--- src/rtl/e203_exu_wbck_arb_if.sv ---
// Write-back arbiter bus: EU completion handshakes in, regfile write ports and
// sticky FP flags out. Parameters must match the arbiter instance.
interface e203_exu_wbck_arb_if #(
    parameter int NLONGP  = 2,
    parameter int XLEN    = 32,
    parameter int FLEN    = 32,
    parameter int RFIDX_W = 5
);
    logic                        alu_wbck_i_valid;
    logic                        alu_wbck_i_ready;
    logic [XLEN-1:0]             alu_wbck_i_wdat;
    logic [RFIDX_W-1:0]          alu_wbck_i_rdidx;
    logic [NLONGP-1:0]           longp_wbck_i_valid;
    logic [NLONGP-1:0]           longp_wbck_i_ready;
    logic [NLONGP*FLEN-1:0]      longp_wbck_i_wdat;
    logic [NLONGP*5-1:0]         longp_wbck_i_flags;
    logic [NLONGP*RFIDX_W-1:0]   longp_wbck_i_rdidx;
    logic [NLONGP-1:0]           longp_wbck_i_rdfpu;
    logic                        wbck_stall_i;
    logic                        rf_wbck_o_ena;
    logic [XLEN-1:0]             rf_wbck_o_wdat;
    logic [RFIDX_W-1:0]          rf_wbck_o_rdidx;
    logic                        frf_wbck_o_ena;
    logic [FLEN-1:0]             frf_wbck_o_wdat;
    logic [RFIDX_W-1:0]          frf_wbck_o_rdidx;
    logic [4:0]                  fflags_o;
    logic                        fflags_clr_i;
    logic                        wbck_buf_empty_o;

    modport master (
        output alu_wbck_i_valid, alu_wbck_i_wdat, alu_wbck_i_rdidx,
        output longp_wbck_i_valid, longp_wbck_i_wdat, longp_wbck_i_flags,
        output longp_wbck_i_rdidx, longp_wbck_i_rdfpu, wbck_stall_i, fflags_clr_i,
        input  alu_wbck_i_ready, longp_wbck_i_ready,
        input  rf_wbck_o_ena, rf_wbck_o_wdat, rf_wbck_o_rdidx,
        input  frf_wbck_o_ena, frf_wbck_o_wdat, frf_wbck_o_rdidx,
        input  fflags_o, wbck_buf_empty_o
    );

    modport slave (
        input  alu_wbck_i_valid, alu_wbck_i_wdat, alu_wbck_i_rdidx,
        input  longp_wbck_i_valid, longp_wbck_i_wdat, longp_wbck_i_flags,
        input  longp_wbck_i_rdidx, longp_wbck_i_rdfpu, wbck_stall_i, fflags_clr_i,
        output alu_wbck_i_ready, longp_wbck_i_ready,
        output rf_wbck_o_ena, rf_wbck_o_wdat, rf_wbck_o_rdidx,
        output frf_wbck_o_ena, frf_wbck_o_wdat, frf_wbck_o_rdidx,
        output fflags_o, wbck_buf_empty_o
    );
endinterface

--- src/rtl/e203_exu_wbck_arb.sv ---
// EXU write-back arbiter: long-pipe sources (round-robin) win over the ALU,
// results pass through a small FIFO that drains one entry per cycle.
module e203_exu_wbck_arb #(
    parameter int NLONGP    = 2,
    parameter int XLEN      = 32,
    parameter int FLEN      = 32,
    parameter int RFIDX_W   = 5,
    parameter int BUF_DEPTH = 2
) (
    input  logic                    clk,
    input  logic                    rst_n,
    e203_exu_wbck_arb_if.slave      wbck_if
);
    localparam int PW  = (BUF_DEPTH > 1) ? $clog2(BUF_DEPTH) : 1;
    localparam int CW  = $clog2(BUF_DEPTH + 1);
    localparam int RRW = (NLONGP > 1) ? $clog2(NLONGP) : 1;

    typedef struct packed {
        logic [FLEN-1:0]    wdat;
        logic [4:0]         flags;
        logic [RFIDX_W-1:0] rdidx;
        logic               rdfpu;
    } entry_t;

    entry_t             ent_q [BUF_DEPTH];
    logic [PW-1:0]      rd_ptr_q, wr_ptr_q;
    logic [CW-1:0]      cnt_q;
    logic [RRW-1:0]     rr_q;
    logic [4:0]         fflags_q, fflags_d;

    entry_t             head_s, wr_ent_s;
    logic               empty_s, full_s, pop_s, can_push_s, push_s, any_lp_s;
    logic [RRW-1:0]     gidx_s;
    logic [NLONGP-1:0]  grant_s;

    function automatic logic [PW-1:0] ptr_inc(input logic [PW-1:0] p);
        if (p == PW'(BUF_DEPTH - 1)) return '0;
        else                         return p + PW'(1);
    endfunction

    function automatic logic [RRW-1:0] rr_inc(input logic [RRW-1:0] p);
        if (p == RRW'(NLONGP - 1)) return '0;
        else                       return p + RRW'(1);
    endfunction

    assign head_s     = ent_q[rd_ptr_q];
    assign empty_s    = (cnt_q == CW'(0));
    assign full_s     = (cnt_q == CW'(BUF_DEPTH));
    assign pop_s      = ~empty_s & ~wbck_if.wbck_stall_i;
    assign can_push_s = ~full_s | pop_s;
    assign any_lp_s   = |wbck_if.longp_wbck_i_valid;

    // Round-robin scan of long-pipe valids starting at rr_q.
    always_comb begin
        logic           found;
        logic [RRW-1:0] idx;
        found   = 1'b0;
        gidx_s  = '0;
        grant_s = '0;
        for (int i = 0; i < NLONGP; i++) begin
            idx = RRW'((int'(rr_q) + i) % NLONGP);
            if (!found && wbck_if.longp_wbck_i_valid[idx]) begin
                found  = 1'b1;
                gidx_s = idx;
            end else begin
                found  = found;
            end
        end
        if (found) grant_s[gidx_s] = 1'b1;
        else       grant_s = '0;
    end

    // Select the entry to push: granted long-pipe source, else the ALU.
    always_comb begin
        wr_ent_s = '0;
        push_s   = 1'b0;
        if (any_lp_s) begin
            wr_ent_s.wdat  = wbck_if.longp_wbck_i_wdat[int'(gidx_s)*FLEN +: FLEN];
            wr_ent_s.flags = wbck_if.longp_wbck_i_flags[int'(gidx_s)*5 +: 5];
            wr_ent_s.rdidx = wbck_if.longp_wbck_i_rdidx[int'(gidx_s)*RFIDX_W +: RFIDX_W];
            wr_ent_s.rdfpu = wbck_if.longp_wbck_i_rdfpu[gidx_s];
            push_s         = can_push_s;
        end else begin
            wr_ent_s.wdat  = FLEN'(wbck_if.alu_wbck_i_wdat);
            wr_ent_s.flags = 5'd0;
            wr_ent_s.rdidx = wbck_if.alu_wbck_i_rdidx;
            wr_ent_s.rdfpu = 1'b0;
            push_s         = wbck_if.alu_wbck_i_valid & can_push_s;
        end
    end

    // Sticky flags: a same-cycle clear is applied before the popped flags.
    always_comb begin
        if (wbck_if.fflags_clr_i) fflags_d = 5'd0;
        else                      fflags_d = fflags_q;
        if (pop_s & head_s.rdfpu) fflags_d = fflags_d | head_s.flags;
        else                      fflags_d = fflags_d;
    end

    // Buffer storage, pointers, occupancy, round-robin pointer and flags.
    always_ff @(posedge clk or negedge rst_n) begin
        if (!rst_n) begin
            for (int i = 0; i < BUF_DEPTH; i++) ent_q[i] <= '0;
            rd_ptr_q <= '0;
            wr_ptr_q <= '0;
            cnt_q    <= '0;
            rr_q     <= '0;
            fflags_q <= 5'd0;
        end else begin
            fflags_q <= fflags_d;
            if (push_s) begin
                ent_q[wr_ptr_q] <= wr_ent_s;
                wr_ptr_q        <= ptr_inc(wr_ptr_q);
            end
            if (pop_s) rd_ptr_q <= ptr_inc(rd_ptr_q);
            if (push_s && any_lp_s) rr_q <= rr_inc(gidx_s);
            case ({push_s, pop_s})
                2'b10:   cnt_q <= cnt_q + CW'(1);
                2'b01:   cnt_q <= cnt_q - CW'(1);
                default: cnt_q <= cnt_q;
            endcase
        end
    end

    assign wbck_if.longp_wbck_i_ready = grant_s & {NLONGP{can_push_s}};
    assign wbck_if.alu_wbck_i_ready   = ~any_lp_s & can_push_s;
    assign wbck_if.rf_wbck_o_ena      = pop_s & ~head_s.rdfpu;
    assign wbck_if.frf_wbck_o_ena     = pop_s & head_s.rdfpu;
    assign wbck_if.rf_wbck_o_wdat     = head_s.wdat[XLEN-1:0];
    assign wbck_if.frf_wbck_o_wdat    = head_s.wdat;
    assign wbck_if.rf_wbck_o_rdidx    = head_s.rdidx;
    assign wbck_if.frf_wbck_o_rdidx   = head_s.rdidx;
    assign wbck_if.fflags_o           = fflags_q;
    assign wbck_if.wbck_buf_empty_o   = empty_s;
endmodule

--- src/flat_wrapper.sv ---
// flat-port wrapper written by rule: the top's interface ports become plain ports
module e203_exu_wbck_arb_flat 
#(
    parameter int NLONGP    = 2,
    parameter int XLEN      = 32,
    parameter int FLEN      = 32,
    parameter int RFIDX_W   = 5,
    parameter int BUF_DEPTH = 2
)
  (clk, rst_n, wbck_if_alu_wbck_i_valid, wbck_if_alu_wbck_i_wdat, wbck_if_alu_wbck_i_rdidx, wbck_if_longp_wbck_i_valid, wbck_if_longp_wbck_i_wdat, wbck_if_longp_wbck_i_flags, wbck_if_longp_wbck_i_rdidx, wbck_if_longp_wbck_i_rdfpu, wbck_if_wbck_stall_i, wbck_if_fflags_clr_i, wbck_if_alu_wbck_i_ready, wbck_if_longp_wbck_i_ready, wbck_if_rf_wbck_o_ena, wbck_if_rf_wbck_o_wdat, wbck_if_rf_wbck_o_rdidx, wbck_if_frf_wbck_o_ena, wbck_if_frf_wbck_o_wdat, wbck_if_frf_wbck_o_rdidx, wbck_if_fflags_o, wbck_if_wbck_buf_empty_o);
  e203_exu_wbck_arb_if #(.NLONGP(NLONGP), .XLEN(XLEN), .FLEN(FLEN), .RFIDX_W(RFIDX_W)) wbck_if_i ();
  input  logic clk;
  input  logic rst_n;
  input wire logic [$bits(wbck_if_i.alu_wbck_i_valid)-1:0] wbck_if_alu_wbck_i_valid;
  input wire logic [$bits(wbck_if_i.alu_wbck_i_wdat)-1:0] wbck_if_alu_wbck_i_wdat;
  input wire logic [$bits(wbck_if_i.alu_wbck_i_rdidx)-1:0] wbck_if_alu_wbck_i_rdidx;
  input wire logic [$bits(wbck_if_i.longp_wbck_i_valid)-1:0] wbck_if_longp_wbck_i_valid;
  input wire logic [$bits(wbck_if_i.longp_wbck_i_wdat)-1:0] wbck_if_longp_wbck_i_wdat;
  input wire logic [$bits(wbck_if_i.longp_wbck_i_flags)-1:0] wbck_if_longp_wbck_i_flags;
  input wire logic [$bits(wbck_if_i.longp_wbck_i_rdidx)-1:0] wbck_if_longp_wbck_i_rdidx;
  input wire logic [$bits(wbck_if_i.longp_wbck_i_rdfpu)-1:0] wbck_if_longp_wbck_i_rdfpu;
  input wire logic [$bits(wbck_if_i.wbck_stall_i)-1:0] wbck_if_wbck_stall_i;
  input wire logic [$bits(wbck_if_i.fflags_clr_i)-1:0] wbck_if_fflags_clr_i;
  output wire logic [$bits(wbck_if_i.alu_wbck_i_ready)-1:0] wbck_if_alu_wbck_i_ready;
  output wire logic [$bits(wbck_if_i.longp_wbck_i_ready)-1:0] wbck_if_longp_wbck_i_ready;
  output wire logic [$bits(wbck_if_i.rf_wbck_o_ena)-1:0] wbck_if_rf_wbck_o_ena;
  output wire logic [$bits(wbck_if_i.rf_wbck_o_wdat)-1:0] wbck_if_rf_wbck_o_wdat;
  output wire logic [$bits(wbck_if_i.rf_wbck_o_rdidx)-1:0] wbck_if_rf_wbck_o_rdidx;
  output wire logic [$bits(wbck_if_i.frf_wbck_o_ena)-1:0] wbck_if_frf_wbck_o_ena;
  output wire logic [$bits(wbck_if_i.frf_wbck_o_wdat)-1:0] wbck_if_frf_wbck_o_wdat;
  output wire logic [$bits(wbck_if_i.frf_wbck_o_rdidx)-1:0] wbck_if_frf_wbck_o_rdidx;
  output wire logic [$bits(wbck_if_i.fflags_o)-1:0] wbck_if_fflags_o;
  output wire logic [$bits(wbck_if_i.wbck_buf_empty_o)-1:0] wbck_if_wbck_buf_empty_o;
  assign wbck_if_i.alu_wbck_i_valid = wbck_if_alu_wbck_i_valid;
  assign wbck_if_i.alu_wbck_i_wdat = wbck_if_alu_wbck_i_wdat;
  assign wbck_if_i.alu_wbck_i_rdidx = wbck_if_alu_wbck_i_rdidx;
  assign wbck_if_i.longp_wbck_i_valid = wbck_if_longp_wbck_i_valid;
  assign wbck_if_i.longp_wbck_i_wdat = wbck_if_longp_wbck_i_wdat;
  assign wbck_if_i.longp_wbck_i_flags = wbck_if_longp_wbck_i_flags;
  assign wbck_if_i.longp_wbck_i_rdidx = wbck_if_longp_wbck_i_rdidx;
  assign wbck_if_i.longp_wbck_i_rdfpu = wbck_if_longp_wbck_i_rdfpu;
  assign wbck_if_i.wbck_stall_i = wbck_if_wbck_stall_i;
  assign wbck_if_i.fflags_clr_i = wbck_if_fflags_clr_i;
  assign wbck_if_alu_wbck_i_ready = wbck_if_i.alu_wbck_i_ready;
  assign wbck_if_longp_wbck_i_ready = wbck_if_i.longp_wbck_i_ready;
  assign wbck_if_rf_wbck_o_ena = wbck_if_i.rf_wbck_o_ena;
  assign wbck_if_rf_wbck_o_wdat = wbck_if_i.rf_wbck_o_wdat;
  assign wbck_if_rf_wbck_o_rdidx = wbck_if_i.rf_wbck_o_rdidx;
  assign wbck_if_frf_wbck_o_ena = wbck_if_i.frf_wbck_o_ena;
  assign wbck_if_frf_wbck_o_wdat = wbck_if_i.frf_wbck_o_wdat;
  assign wbck_if_frf_wbck_o_rdidx = wbck_if_i.frf_wbck_o_rdidx;
  assign wbck_if_fflags_o = wbck_if_i.fflags_o;
  assign wbck_if_wbck_buf_empty_o = wbck_if_i.wbck_buf_empty_o;
  e203_exu_wbck_arb #(.NLONGP(NLONGP), .XLEN(XLEN), .FLEN(FLEN), .RFIDX_W(RFIDX_W), .BUF_DEPTH(BUF_DEPTH)) u_core (.clk(clk), .rst_n(rst_n), .wbck_if(wbck_if_i));
endmodule
--- config.mk ---
export PLATFORM = sky130hd
export DESIGN_NAME = e203_exu_wbck_arb_flat
export DESIGN_NICKNAME = d
export VERILOG_FILES = /design/src/rtl/e203_exu_wbck_arb_if.sv /design/src/rtl/e203_exu_wbck_arb.sv /design/src/flat_wrapper.sv
export SDC_FILE = /design/constraint.sdc
export NUM_CORES = 1
export LEC_CHECK = 0
export ABC_AREA = 1
export CORE_UTILIZATION = 45
export CTS_CLUSTER_SIZE = 16
export DETAILED_ROUTE_END_ITERATION = 8
export PLACE_DENSITY = 0.91
export SKIP_CTS_REPAIR_TIMING = 1
export SLEW_MARGIN = 40
export SYNTH_ARGS = -nofsm -noshare
export SYNTH_HDL_FRONTEND = slang
export SYNTH_SLANG_ARGS = --single-unit
--- constraint.sdc ---
create_clock -name clk -period 2.1 [get_ports clk]
set_clock_uncertainty 0.15 [all_clocks]
set_input_delay 0.42 -clock clk [delete_from_list [all_inputs] [get_ports clk]]
set_output_delay 0.42 -clock clk [all_outputs]
set_load 0.1 [all_outputs]
==> key figures <==
Die
  • Die width: 114 µm
  • IO Pins: 215
  • FP Rows: 40
  • Die height: around 110 µm
  • Initial Util: approximately 47%
  • Die ar.: 13000 µm²
  • Core region area: 12100 µm²

Clock network
  • Longest Clk Path Bufs: 2
  • Worst skew pair latency: between 0.3 and 0.4 ns
  • CTS sink cnt: 96
  • H-tree level count: 3
  • Root buf cell: clkbuf_16
  • CTS tree: yes
  • Cts bufs inserted: 9
  • Worst-path clk slew: 0.06 ns

Global route
  • GRT Overall Usage: approximately 28%
  • Via count of the first global-routing pass: 6185
  • Overflow after GRT: 0
  • Initial antenna violation count: 0
  • Largest net degree at the start of global routing: 38
  • First-pass GRT wire length: 28700 µm

Critical path
  • Peak fanout along the critical path: 25
  • Data required, critical path: 1.53 ns
  • Critical path launch point type: flop
  • Worst setup EP type: primary output
  • Critical path class: flop to primary output
  • CP arrival: 1.51 ns

Cells and area
  • Layout area overhead: 66.6%
  • Nets: 1163
  • Final core utilization: 77.7%
  • Ratio of cells with drive above 1 in the final layout: about 20%
  • Diode count: 0

Hold path
  • Hold WC Path Type: flop to flop

Detailed routing
  • Post-route DRC: 0
  • DR vias/cell: roughly 5
  • Remaining antenna violation count after routing: 0
  • Drt total wl: 18200 µm
  • Initial drt markers: 360
  • Wire per inst: about 15 µm
  • Via count: about 6100
  • Total iterations of the first detailed-routing run: 7

Place
  • Port Buffers: 214
  • Hpwl dp: 13300 µm
  • Final GP Congestion: 0.807

Yosys
  • Avg Cell Area, Syn: 6.65 µm²
  • Syn Inst Count: 850
  • Syn Nets: 981
  • Synth warnings: 0
  • Seq cells post-synth: 96
  • Distinct cells, synth: 22
  • Post-synthesis cell area: 5650 µm²
  • Post-synthesis sequential area ratio: between 40% and 50%

Timing
  • Final min period: 2.08 ns
  • Slew margin rel.: 70.0%
  • Max Slew Vio Count: 0
  • RSZ-0062 raised after global routing: true
  • Worst Tran Pin Value: 0.450 ns
  • Final setup vio count: 0
  • Final Cycle Share: 98.9%
  • Final hold vios: 0
  • Fmax: 481 MHz

Job
  • Max Cap Viol: 0

Status
  • Status: completed
-- cell usage in the layout, fill, tap and decap left out, types with 2 or more instances in the layout --
master,count
xnor2_1,2
nor2_4,5
dfrtp_2,3
nand3_1,80
dlymetal6s2s_1,2
o22ai_1,5
clkinvlp_4,3
nand2_4,39
nand2_8,2
or2_2,5
inv_2,4
o21ai_0,7
clkinv_4,2
nand2_2,5
buf_4,31
clkbuf_16,9
clkdlybuf4s50_1,125
dfrtp_1,93
nand2_1,423
bufinv_16,2
inv_1,48
buf_12,92
nor2_1,37
-- kinds of logic (layout without fill, tap and decap cells) --
group,count (synthesis),in the layout,share of synthesized area [%]
AOI/OAI and AO/OA,15,15,1.46
xor gates and xnor gates,3,3,0.465
adders and majority gates,1,1,0.221
buffers and inverters,137,323,12.8
DFF,96,96,42.5
and+or+nand+nor,598,598,42.6
-- cells in the mapped netlist, drive strengths merged --
library cell | instances | area, µm²
o21ai | 8 | 40.0
a21oi | 1 | 5.00
xor2 | 1 | 8.76
clkbuf | 6 | 22.5
or2 | 5 | 31.3
buf | 77 | 498
nand2 | 469 | 1790
a31oi | 1 | 6.26
nor2 | 43 | 184
clkinv | 1 | 3.75
nand3 | 81 | 405
o22ai | 5 | 31.3
ha | 1 | 12.5
dfrtp | 96 | 2400
inv | 53 | 199
xnor2 | 2 | 17.5
-- final timing paths --
kind                                       from                         end  slack [ns]  cells past startpoint
worst max-delay path            u_core.rd_ptr_q  wbck_if_rf_wbck_o_wdat[19]        0.02                      4
worst min-delay path            u_core.ent_q[0]             u_core.ent_q[0]        0.33                      2
worst max register to register  u_core.cnt_q[0]             u_core.cnt_q[1]        0.31                      8
worst min register to register  u_core.ent_q[0]             u_core.ent_q[0]        0.33                      2
max in group asynchronous                 rst_n            u_core.ent_q[22]        0.84                      3
min in group asynchronous                 rst_n            u_core.ent_q[17]        0.37                      2
-- critical path, cell delays in order, from the launching register on --
cell     delay [ns]
dfrtp_2        0.43
buf_6          0.25
nand2_1        0.18
nand2_8        0.13
buf_12         0.17
-- cell type report --
class / instances / area (µm²)
clock buffers: 9 / 225
clock inverters: 6 / 93.8
fillers: 776 / 2700
inverters: 54 / 210
multi-input cells: 617 / 2880
flip-flops and latches: 96 / 2410
well taps: 168 / 210
repair buffers: 254 / 3390
-- layer usage --
layer | global-route usage [%] | routed length [µm] | share of wire (%)
met5 | 0 | 0 | 0
met4 | 12.4 | 460 | 2.5
met3 | 5.19 | 1400 | 7.6
met2 | 52.4 | 9690 | 53
met1 | 31.2 | 6700 | 37
-- through the flow --
step / setup TNS [ns] / setup slack, ns / cells / hold slack (ns) / instance area [µm²]
floorplan: -0.170 / -0.170 / 850 / -0.0256 / 6130
global placement: -0.344 / -0.126 / 1185 / 0.202 / 8990
detailed placement: -3.39 / -0.161 / 1185 / 0.201 / 8990
CTS: -1.33 / -0.152 / 1200 / -0.160 / 9310
global route: -0.0565 / -0.0342 / 1204 / 0.344 / 9420
finish: 0 / 0.0227 / 1204 / 0.331 / 9420
-- flip-flops by register name, indices dropped and copies added (netlist names) --
| name | count |
|---|---|
| u_core.rd_ptr_q | 1 |
| u_core.ent_q | 86 |
| u_core.cnt_q | 2 |
| u_core.wr_ptr_q | 1 |
| u_core.wbck_if.fflags_o | 5 |
| u_core.rr_q | 1 |
Power is not shown: default switching activity piles up to over one toggle a cycle in this logic, so the estimate is an artifact.
